--- src/rtl/seq_detector_param.sv ---
// Serial pattern detector with a runtime-loaded N-bit pattern, overlap/non-overlap modes,
// bit-valid qualifier and a saturating match counter. z is registered (no x->z comb path).
module seq_detector_param #(
    parameter int N     = 4,
    parameter int CNT_W = 8
) (
    input  logic             clk,
    input  logic             reset,
    input  logic             x,
    input  logic             en,
    input  logic             load,
    input  logic [N-1:0]     pat_in,
    input  logic             overlap,
    output logic             z,
    output logic [CNT_W-1:0] match_cnt
);

    localparam int unsigned      FW        = $clog2(N + 1);
    localparam logic [FW-1:0]    FILL_FULL = FW'(N);
    localparam logic [FW-1:0]    FILL_ONE  = 1;
    localparam logic [CNT_W-1:0] CNT_MAX   = {CNT_W{1'b1}};
    localparam logic [CNT_W-1:0] CNT_ONE   = 1;

    logic [N-1:0]  pat;
    logic [N-1:0]  hist;
    logic [FW-1:0] fill;

    logic [N-1:0]  nh;
    logic [FW-1:0] nf;
    logic          hit;

    // fill guards against false hits on the zero-filled history right after reset/load
    always_comb begin
        nh  = {hist[N-2:0], x};
        nf  = (fill == FILL_FULL) ? fill : fill + FILL_ONE;
        hit = (nf == FILL_FULL) && (nh == pat);
    end

    always_ff @(posedge clk or posedge reset) begin
        if (reset) begin
            pat       <= '0;
            hist      <= '0;
            fill      <= '0;
            z         <= 1'b0;
            match_cnt <= '0;
        end else if (load) begin
            pat       <= pat_in;
            hist      <= '0;
            fill      <= '0;
            z         <= 1'b0;
            match_cnt <= '0;
        end else if (en) begin
            hist <= nh;
            fill <= (hit && !overlap) ? '0 : nf;
            z    <= hit;
            if (hit && (match_cnt != CNT_MAX))
                match_cnt <= match_cnt + CNT_ONE;
        end else begin
            z <= 1'b0;
        end
    end

endmodule

--- config.mk ---
export PLATFORM = sky130hd
export DESIGN_NAME = seq_detector_param
export DESIGN_NICKNAME = d
export VERILOG_FILES = /design/src/rtl/seq_detector_param.sv
export SDC_FILE = /design/constraint.sdc
export NUM_CORES = 1
export LEC_CHECK = 0
export BUFFER_PORTS_ARGS = -buffer_cell sky130_fd_sc_hd__buf_2
export CELL_PAD_IN_SITES_DETAIL_PLACEMENT = 0
export CELL_PAD_IN_SITES_GLOBAL_PLACEMENT = 2
export CORE_MARGIN = 4
export CORE_UTILIZATION = 30
export CTS_BUF_LIST = sky130_fd_sc_hd__clkbuf_16
export DETAILED_ROUTE_END_ITERATION = 10
export MAX_ROUTING_LAYER = met4
export PLACE_DENSITY = 0.7
export SLEW_MARGIN = 20
export SYNTH_ARGS = -nofsm -noshare
export SYNTH_HDL_FRONTEND = slang
export SYNTH_SLANG_ARGS = --single-unit
--- constraint.sdc ---
create_clock -name clk -period 2.2 [get_ports clk]
set_input_delay 0.44 -clock clk [delete_from_list [all_inputs] [get_ports clk]]
set_output_delay 0.44 -clock clk [all_outputs]
set_load 0.02 [all_outputs]
# Yosys cells after proc, flatten, opt, wreduce, memory -nomap -nowiden
# Cells that the tools add are included.
[word_totals]
elab_cells = 29
reg_bits = 19
[classes]
addsub = 2
reduce_logical = 7
n_mux = 11
n_eq_ne = 4
[ops]
columns = ["operator", "n"]
rows = [
  ["8-bit 2-to-1 mux", 3],
  ["3-bit 2-to-1 mux", 6],
  ["8-bit by 1-bit adder with 8-bit output, second input constant", 1],
  ["8-bit inequality test, second input constant", 1],
  ["3-bit equality test, second input constant", 2],
  ["4-bit equality test", 1],
  ["2-bit nonzero test", 2],
  ["3-bit by 1-bit adder with 3-bit output, second input constant", 1],
  ["1-bit logical AND", 3],
  ["1-bit 2-to-1 mux", 2],
  ["2-bit AND reduction", 1],
  ["1-bit zero test", 1],
]

# Depth between registers and ports, before layout
[logic_depth]
word_depth = 8
depth_mapped = 8
mapped_depth_nobuf = 7

# Worst setup path after synthesis
# OpenSTA, ideal clock, no wires.
[synth_timing]
path_kind = "reg2reg"
from = "register fill[0]"
to = "register match_cnt[5]"
arrival_ns = 2.214
required_ns = 2.121
path_stages_with_launch = 9
setup_slack_ns = -0.092
cell_sequence = "dfrtp_1 inv_1 ha_1 and4bb_1 a211oi_1 or4_1 buf_2 or3_1 a21oi_1"
[synth_via]
elab_chain_len = 7
word_cells_on_any_way = 8
[synth_lines]
columns = ["item", "line_no", "source"]
rows = [
  ["from (decl)", "26", "logic [FW-1:0] fill;"],
  ["from (signal assigned)", "54", "fill <= (hit && !overlap) ? '0 : nf;"],
  ["3-bit by 1-bit adder with 3-bit output / 3-bit equality test (equally long branches)", "35", "nf = (fill == FILL_FULL) ? fill : fill + FILL_ONE;"],
  ["3-bit 2-to-1 mux *", "35", ""],
  ["3-bit equality test *", "36", "hit = (nf == FILL_FULL) && (nh == pat);"],
  ["1-bit logical AND *", "36", ""],
  ["1-bit logical AND *", "56", "if (hit && (match_cnt != CNT_MAX))"],
  ["2-bit nonzero test (no line) *", "-", ""],
  ["2-bit AND reduction (no line) *", "-", ""],
  ["to (signal assigned)", "57", "match_cnt <= match_cnt + CNT_ONE;"],
  ["to (decl)", "15", "output logic [CNT_W-1:0] match_cnt"],
]
# Mark *: on every way between the ends. The rest lies on a longest branch, timed or not.
# A chain may end at the register's enable or synchronous reset.

# Final worst setup path
[layout_timing]
from = "register fill[1]"
to = "register match_cnt[4]"
# Same word-level chain as after synthesis.

==> run_results.csv <==
group,metric,value,unit
drt,vias_per_cell,4.750,
timing,setup_viol,0,
power,leakage,0.5805,nW
status,run_status,"finished, final reports clean",
synthesis,ys_async_sr_fraction,100.0,%
timing,drv_slew,0,
finish,antenna_cells,0,
cts,worstSkewPairLatency,0.25,ns
placed_design,port_buffers,18,
finish,final_util,40.81,%
synthesis,syn_area,983.4,um2
synthesis,yosysWarnings,0,
cts,clk_path_buf_depth,2,
floorplanning,die_w,65.26,um
timing,tns,0,ns
worst_setup_path,cp.required,2.38,ns
finish,final_common_cell,"dfrtp_1",
drt,dr.pass1.iters,2,
floorplanning,initial_core_util,31.69,%
global_routing,antenna_found_initial,0,
synthesis,netlist_instances,96,
drt,routedWlPerCell,12.71,um
timing,fin_crit_sh,97.23,%
cts,hold_buffers,0,
floorplanning,row_count,20,
cts,cts_tree,"done",
global_routing,grt_pass1_wl,3.608,mm
timing,max_slew_margin,50.24,%
cts,post_cts_buffers,0,
placed_design,dp_hpwl,1.494,mm
synthesis,synthTopCellsByArea,"dfrtp_1 (48%), mux2_2 (4.6%), xnor2_1 (4.5%)",
finish,area_growth,28.75,%
floorplanning,core_area,3103,um2
timing,worst_slack,0.06097,ns
cts,htree_levels,1,
global_routing,grt_overflow,0,
synthesis,ys.flop_type,"dfrtp_1",
timing,fmax,0.4675,GHz
synthesis,seq_area_frac_synth,48.35,%
synthesis,syn_area_per_cell,10.24,um2
worst_setup_path,worstSetupStartpointType,"flip-flop",
global_routing,first_global_vias,813,
finish,mostFrequentLayoutCells,"dfrtp_1 (19), buf_2 (18), nor2_1 (9)",
finish,fin_nets,134,
cts,clock_sinks,19,
min_path,min_path_type,"input pin to async pin",
timing,rsz0062_at_grt,"true",
worst_setup_path,critPathMaxFanout,8,
drt,vias,779,
drt,wirelength,2.085,mm
placed_design,dp_slack,-0.03184,ns
timing,post-route-min-period,2.139,ns
placed_design,place_congestion,0.7682,
synthesis,synth_edf_count,0,
synthesis,yosysTopAreaCell,"dfrtp_1",
floorplanning,die_h,65.26,um
timing,final_hold_viol_count,0,
synthesis,synth.ff_latch_count,19,
worst_setup_path,critical_path.endpoint_type,"flip-flop",
worst_setup_path,path_class,"flip-flop to flip-flop",
floorplanning,num_io_pins,19,
timing,fin_skew,0.002397,ns
synthesis,syn_nets,109,
job,drv_cap,0,
drt,post-route-drc-count,0,
cts,path_clk_slew,0.06,ns
power,vdd_drop_max,0.0005504,V
cts,root_buffer,"clkbuf_16",
floorplanning,die-area,4258,um2
synthesis,ys_types,28,
global_routing,track_usage,11.52,%
drt,drt_iter0_drc,25,
finish,drive_above_1_share,32.50,%
global_routing,grt_max_degree,20,
power,powerDensity,666.6,nW/um2
drt,detail-route-antenna-nets,0,
timing,tightest_slew,0.7456,ns
synthesis,synth_top_area_share,48.35,%
worst_setup_path,cp.arrival,2.32,ns
cts,cts_buffers,3,
## critical path, stage by stage (launching register included)
cell,delay (ns)
dfrtp_1,0.39
inv_2,0.08
ha_4,0.21
and4bb_1,0.26
a211oi_2,0.08
or4_4,0.59
or3_1,0.33
a21oi_1,0.14
## state kept, by name (all words and copies together) (netlist names)
name / flops
match_cnt: 8
hist: 3
z: 1
pat: 4
fill: 3
## cell type report
class | instances | area [um2]
clock buffers | 3 | 75.07
clock inverters | 1 | 5.005
fillers | 322 | 1837
inverters | 7 | 26.28
multi-input cells | 66 | 490.5
flip-flops and latches | 19 | 475.5
well taps | 44 | 55.05
repair buffers | 24 | 138.9
## kinds of logic (layout without fill, tap and decap cells)
logic type | count (synthesis) | count (layout) | share of synthesized area (%)
xor+xnor | 6 | 6 | 5.343
simple gates | 32 | 32 | 19.34
mux | 8 | 8 | 8.651
buf+inv | 11 | 35 | 4.326
fa+ha+maj | 3 | 3 | 3.817
flops | 19 | 19 | 48.35
compound gates | 17 | 17 | 10.18
## worst paths after layout
check | depth (start not counted) | slack, ns | end | startpoint
min | 2 | 0.31 | match_cnt[1] | reset
max in group asynchronous | 2 | 1.42 | fill[2] | reset
min in group clk | 2 | 0.42 | pat[0] | pat_in[0]
min reg2reg | 1 | 0.53 | pat[2] | pat[2]
max | 7 | 0.06 | match_cnt[4] | fill[1]
max reg2reg | 7 | 0.06 | match_cnt[4] | fill[1]
## metrics by stage
step	instance area, um2	instances	total power, mW	hold slack [ns]
finish	1266	164	0.8441	0.3069
global route	1266	164	0.8840	0.3793
CTS	1241	164	0.8450	0.3386
detailed placement	1157	160	0.4591	0.5190
global placement	1157	160	0.4565	0.5133
floorplan	989.7	96	0.4317	0.3911
## report_power, final
part	switching (mW)	internal, mW
Clock	0.139	0.244
Sequential	0.0100	0.363
Combinational	0.0427	0.0456
## cells in the mapped netlist, types with 2 or more instances
| cell | number |
|---|---|
| dfrtp_1 | 19 |
| nor2_1 | 9 |
| a21oi_1 | 7 |
| inv_1 | 7 |
| xnor2_1 | 5 |
| mux2_2 | 4 |
| mux2i_1 | 4 |
| nand3_1 | 4 |
| o21ai_0 | 4 |
| or3_1 | 4 |
| a211oi_1 | 3 |
| ha_1 | 3 |
| nand2_1 | 3 |
| nor3_1 | 3 |
| and4_1 | 2 |
| and4bb_1 | 2 |
| clkbuf_1 | 2 |
## routing by layer
layer	GRT usage (%)	wire length, um	vias up
li1	-	-	392
met1	13.33	973	368
met2	18.46	967	15
met3	4.274	109	4
met4	3.886	34	0
met5	-	0	-
## timing repair
action	in CTS	in global routing
setup endpoints to repair	4	6
pin swaps	0	5
hold endpoints to repair	0	0
resized for setup	1	8
(Power assumes the default switching activity.)
